**config.mk**
```make
export PLATFORM = sky130hd
export DESIGN_NAME = hazard_ctrl_md
export DESIGN_NICKNAME = d
export VERILOG_FILES = /design/src/rtl/hazard_ctrl_md_pkg.sv /design/src/rtl/hazard_ctrl_md_md_busy_ctr.sv /design/src/rtl/hazard_ctrl_md.sv
export SDC_FILE = /design/constraint.sdc
export NUM_CORES = 1
export LEC_CHECK = 0
export ABC_AREA = 1
export BUFFER_PORTS_ARGS = -buffer_cell sky130_fd_sc_hd__buf_4
export CORE_MARGIN = 5
export CORE_UTILIZATION = 45
export DETAILED_ROUTE_END_ITERATION = 8
export GPL_TIMING_DRIVEN = 0
export HOLD_SLACK_MARGIN = 0.05
export PLACE_DENSITY = 0.69
export RECOVER_POWER = 50
export SYNTH_ARGS = -nofsm -noshare
export SYNTH_HDL_FRONTEND = slang
export SYNTH_SLANG_ARGS = --single-unit
export TNS_END_PERCENT = 20
```
**constraint.sdc**
```tcl
create_clock -name clk -period 1.87 [get_ports clk]
set_input_delay 0.187 -clock clk [delete_from_list [all_inputs] [get_ports clk]]
set_output_delay 0.187 -clock clk [all_outputs]
set_load 0.02 [all_outputs]
```
**src/rtl/hazard_ctrl_md_pkg.sv**
```systemverilog
// Shared constants for the hazard/forward unit: forward-mux encodings and
// default multiply/divide latencies.
package hazard_ctrl_md_pkg;

  // Forward-mux select encodings, shared by every forward point.
  typedef enum logic [1:0] {
    FW_REG = 2'd0,
    FW_W   = 2'd1,
    FW_M   = 2'd2,
    FW_E   = 2'd3
  } fw_sel_e;

  // Cycles the MDU stays busy after the operation leaves E.
  localparam int MULT_LAT_DEF = 5;
  localparam int DIV_LAT_DEF  = 10;

endpackage

```
**src/rtl/hazard_ctrl_md_md_busy_ctr.sv**
```systemverilog
// Multiply/divide busy tracker: a down-counter loaded when a mult/div sits
// in E, plus the combinational busy flag that also covers the start cycle.
module md_busy_ctr
  import hazard_ctrl_md_pkg::*;
#(
  parameter int CNT_W    = 4,
  parameter int MULT_LAT = MULT_LAT_DEF,
  parameter int DIV_LAT  = DIV_LAT_DEF
) (
  input  logic clk,
  input  logic reset,
  input  logic start,
  input  logic is_div,
  output logic busy
);

  logic [CNT_W-1:0] md_cnt;

  // Load the latency on a start (restarting any operation in flight), else count down to 0.
  always_ff @(posedge clk or posedge reset) begin
    // NOTE: registered state uses non-blocking assignments so every flop samples pre-edge values.
    if (reset) begin
      md_cnt <= '0;
    end else if (start) begin
      md_cnt <= is_div ? CNT_W'(DIV_LAT) : CNT_W'(MULT_LAT);
    end else if (md_cnt != '0) begin
      md_cnt <= md_cnt - CNT_W'(1);
    end
  end

  // Busy during the start cycle and for every nonzero count after it.
  assign busy = start | (md_cnt != '0);

endmodule

```
**src/rtl/hazard_ctrl_md.sv**
```systemverilog
// Stall and forward control for the 5-stage MIPS pipeline, driven by
// pre-decoded addresses and Tuse/Tnew, with MDU busy stalls and a
// saturating stall-cycle counter.
module hazard_ctrl_md
  import hazard_ctrl_md_pkg::*;
#(
  parameter int REG_AW      = 5,
  parameter int T_W         = 2,
  parameter int MULT_LAT    = MULT_LAT_DEF,
  parameter int DIV_LAT     = DIV_LAT_DEF,
  parameter int CNT_W       = 4,
  parameter int STALL_CNT_W = 16
) (
  input  logic                   clk,
  input  logic                   reset,
  input  logic [REG_AW-1:0]      d_a1,
  input  logic [REG_AW-1:0]      d_a2,
  input  logic [T_W-1:0]         d_rs_tuse,
  input  logic [T_W-1:0]         d_rt_tuse,
  input  logic                   d_md_use,
  input  logic [REG_AW-1:0]      e_a1,
  input  logic [REG_AW-1:0]      e_a2,
  input  logic [REG_AW-1:0]      e_a3,
  input  logic [T_W-1:0]         e_tnew,
  input  logic                   e_md_start,
  input  logic                   e_md_is_div,
  input  logic [REG_AW-1:0]      m_a2,
  input  logic [REG_AW-1:0]      m_a3,
  input  logic [T_W-1:0]         m_tnew,
  input  logic [REG_AW-1:0]      w_a3,
  input  logic                   stat_clr,
  output logic                   stall,
  output logic [1:0]             fw_d_rs,
  output logic [1:0]             fw_d_rt,
  output logic [1:0]             fw_e_rs,
  output logic [1:0]             fw_e_rt,
  output logic                   fw_m_rt,
  output logic                   md_busy,
  output logic [STALL_CNT_W-1:0] stall_cnt
);

  // A producer blocks a consumer when its value arrives later than needed.
  function automatic logic hazard(input logic [REG_AW-1:0] addr,
                                  input logic [T_W-1:0]    tuse,
                                  input logic [REG_AW-1:0] a3,
                                  input logic [T_W-1:0]    tnew);
    return (tnew > tuse) && (addr == a3) && (addr != '0);
  endfunction

  // A producer can forward once its result is ready (Tnew == 0); $0 is never forwarded.
  function automatic logic fw_hit(input logic [REG_AW-1:0] addr,
                                  input logic [REG_AW-1:0] a3,
                                  input logic [T_W-1:0]    tnew);
    return (tnew == '0) && (addr == a3) && (addr != '0);
  endfunction

  logic reg_stall;

  md_busy_ctr #(
    .CNT_W   (CNT_W),
    .MULT_LAT(MULT_LAT),
    .DIV_LAT (DIV_LAT)
  ) u_md_busy_ctr (
    .clk   (clk),
    .reset (reset),
    .start (e_md_start),
    .is_div(e_md_is_div),
    .busy  (md_busy)
  );

  // Register hazards against E and M for both D operands; W is always ready.
  assign reg_stall = hazard(d_a1, d_rs_tuse, e_a3, e_tnew)
                   | hazard(d_a2, d_rt_tuse, e_a3, e_tnew)
                   | hazard(d_a1, d_rs_tuse, m_a3, m_tnew)
                   | hazard(d_a2, d_rt_tuse, m_a3, m_tnew);

  assign stall = reg_stall | (d_md_use & md_busy);

  // Forward selects with nearest-producer priority, independent of stall.
  always_comb begin
    // NOTE: every output gets a default first so no path leaves it unassigned (no latch).
    fw_d_rs = FW_REG;
    fw_d_rt = FW_REG;
    fw_e_rs = FW_REG;
    fw_e_rt = FW_REG;

    if      (fw_hit(d_a1, e_a3, e_tnew)) fw_d_rs = FW_E;
    else if (fw_hit(d_a1, m_a3, m_tnew)) fw_d_rs = FW_M;
    else if (fw_hit(d_a1, w_a3, '0))     fw_d_rs = FW_W;

    if      (fw_hit(d_a2, e_a3, e_tnew)) fw_d_rt = FW_E;
    else if (fw_hit(d_a2, m_a3, m_tnew)) fw_d_rt = FW_M;
    else if (fw_hit(d_a2, w_a3, '0))     fw_d_rt = FW_W;

    if      (fw_hit(e_a1, m_a3, m_tnew)) fw_e_rs = FW_M;
    else if (fw_hit(e_a1, w_a3, '0))     fw_e_rs = FW_W;

    if      (fw_hit(e_a2, m_a3, m_tnew)) fw_e_rt = FW_M;
    else if (fw_hit(e_a2, w_a3, '0))     fw_e_rt = FW_W;
  end

  assign fw_m_rt = fw_hit(m_a2, w_a3, '0);

  // Stall statistics: clear wins, otherwise count stalled cycles up to all-ones.
  always_ff @(posedge clk or posedge reset) begin
    if (reset) begin
      stall_cnt <= '0;
    end else if (stat_clr) begin
      stall_cnt <= '0;
    end else if (stall && (stall_cnt != '1)) begin
      stall_cnt <= stall_cnt + STALL_CNT_W'(1);
    end
  end

endmodule

```
==> flow_metrics.py <==
metrics = {
    "status": {
        "status": "finished clean",
    },
    "cts": {
        "root_buffer": "clkbuf_8",
        "insertion_delay_ns": 0.27,
        "clockBufferDepth": 2,
        "cts_buffers": 3,
        "numClockSinks": 20,
        "htree_levels": 1,
        "cts_tree": "built",
        "clk_pin_slew_ns": 0.08,
        "hold_buffers": 0,
    },
    "finish": {
        "fin_util": 0.6105,
        "syn2layout_area_growth_pct": 31.39,
        "fin_nets": 544,
        "antenna-diode-count": 0,
        "drive_gt1_frac": 0.2474,
        "final_cells": 549,
    },
    "global_routing": {
        "grtUsageTotal": 0.1972,
        "grt_antenna_before_repair": 0,
        "grt_pass1_wl_mm": 11.86,
        "grt_overflow": 0,
        "grt_max_degree": 21,
        "grt_pass1_vias": 2588,
    },
    "detailed_routing": {
        "drt-total-wl_mm": 7.488,
        "route.antenna.remaining_nets": 0,
        "drc_errors": 0,
        "avgViaCountPerCell": 5.073,
        "routed_wire_length_per_instance_um": 13.64,
        "first_pass_iters": 5,
        "vias": 2785,
        "drt-initial-drc-count": 135,
    },
    "critical_path": {
        "crit_slowest_cell": "dfrtp_1",
        "critPathTopFamily": "buffers and inverters",
        "path_buf_inv": 4,
        "required_ns": 1.68,
        "critPathKind": "flop to primary output",
        "end_kind": "primary output",
        "r2r_slack_ns": 0.09,
        "cp_cell_sequence": "inv_2, ha_4, nand3_4, nand2_4, nand2_2, inv_2, nand2_4, buf_6, buf_4",
        "start_kind": "flop",
        "cpPeakStageDelay_ns": 0.40,
        "cp_max_fo": 8,
        "critical_path_arrival_ns": 1.61,
    },
    "synthesis": {
        "yosys_warnings": 0,
        "synth_nets": 453,
        "synth_cell_types": 37,
        "synth_edf_count": 0,
        "syn_area_sq_um": 2559,
        "synth-seq-area-share": 0.1956,
        "synthArstFlopShare": 1.000,
        "synth-seq-cells": 20,
        "synth_cells": 388,
        "avgSynthCellArea_sq_um": 6.595,
        "synth_flop_cell": "dfrtp_1",
    },
    "pwr": {
        "power.total_uw": 1394,
        "p_per_area_nw_per_um2": 414.6,
        "ir_worst_vdd_mv": 0.4411,
        "p_leak_uw": 0.001792,
    },
    "die": {
        "die_x_um": 85.41,
        "std_cell_rows": 27,
        "core_area_sq_um": 5507,
        "initial_core_util": 0.4647,
        "io_pins": 81,
        "die_area_sq_um": 7294,
        "die_h_um": 85.41,
    },
    "timing": {
        "finalSetupViolCount": 0,
        "tns_ns": 0,
        "worst_slew_pin_slew_ns": 0.7757,
        "slew-limit-headroom": 0.4823,
        "hold_violations": 0,
        "skew_ns": 0.01032,
        "worst_slack_ns": 0.07353,
        "min_period_ns": 1.796,
        "fmax_mhz": 556.6,
        "post-route-period-util": 0.9607,
        "slew_viol_final": 0,
    },
    "flow_run": {
        "maxCapViolations": 0,
    },
    "place": {
        "hpwl_mm": 5.789,
        "port_buffers": 73,
        "dpl_worst_slack_ns": -0.06585,
        "gp_congestion": 0.8402,
        "placedCellCount": 533,
    },
    "hold_path": {
        "hold_class": "input pin to async pin",
    },
}
==> worst paths after layout <==
kind,start,endpoint,cells after the start
max,u_md_busy_ctr.md_cnt[1],stall,9
min,reset,stall_cnt[9],2
max reg2reg,stall_cnt[1],stall_cnt[4],8
min reg2reg,stall_cnt[4],stall_cnt[4],2
max in group asynchronous,reset,stall_cnt[0],2
min in group clk,stat_clr,stall_cnt[0],4
==> area by class of cell <==
type	count	area [sq um]
multi-input cells	290	1815
repair buffers	86	600.6
flip-flops and latches	20	501.7
fillers	547	2145
plain buffers	12	65.06
inverters	66	247.7
clock buffers	3	41.29
well taps	72	90.09
==> registers in the layout, summed over array words and instances (netlist names) <==
signal	flops
u_md_busy_ctr.md_cnt	4
stall_cnt	16
==> power breakdown <==
part	switching, uW	internal [uW]
combinational	331	291
clock	145	144
sequential	24.8	458
==> layout by cell type, fill, tap and decap left out, drive strengths merged <==
master,n
o21bai,1
nor4,2
nand3,36
ha,11
o21ai,7
a21oi,7
a211oi,1
nor2,33
buf,80
nand2,93
or2,2
o31ai,1
o211ai,1
nor3,14
xor2,25
clkinv,2
o41ai,1
o22ai,1
clkbuf,21
inv,64
o2111ai,1
nor3b,1
nand4,25
xnor2,27
dfrtp,20
==> cells by family after synthesis <==
group,count (synthesis),synth area share
simple gates,205,0.3956
buf+inv,79,0.1242
xor+xnor,52,0.1780
compound gates,21,0.05282
flops,20,0.1956
fa+ha+maj,11,0.05379
==> repair_timing <==
| item | CTS | global route |
|---|---|---|
| gates resized for setup | 9 | 7 |
| pin swaps | 1 | 4 |
| gates cloned | 0 | 1 |
| setup buffers | 0 | 13 |
| setup endpoints to repair | 11 | 17 |
==> cell usage after synthesis (5+ instances only) <==
master	n	share of area
ha_1	11	0.054
o21ai_0	7	0.014
nand4_1	22	0.054
dfrtp_1	20	0.20
xnor2_1	27	0.092
xor2_1	25	0.086
nor2_1	27	0.040
nand3_1	32	0.063
nor3_1	14	0.027
inv_2	6	0.0088
buf_2	5	0.0098
nand2_1	91	0.13
inv_1	58	0.085
clkbuf_1	5	0.0073
a21oi_1	7	0.014
==> stage by stage <==
step / hold slack [ns] / instance area, sq um
floorplan: 0.1508 / 2559
global placement: 0.3719 / 3197
detailed placement: 0.3834 / 3197
CTS: 0.09751 / 3267
global route: 0.1496 / 3362
finish: 0.06007 / 3362
==> metal layers <==
metal  track usage  share of wire  vias up  wire length [um]
li1              -              -     1428                 -
met1        0.2488           0.44     1267              3286
met2        0.3503           0.49       85              3676
met3       0.02718          0.061        5               459
met4       0.05036         0.0087        0                65
met5             0              0        -                 0
Note: power is estimated with default switching activity, not from simulation.
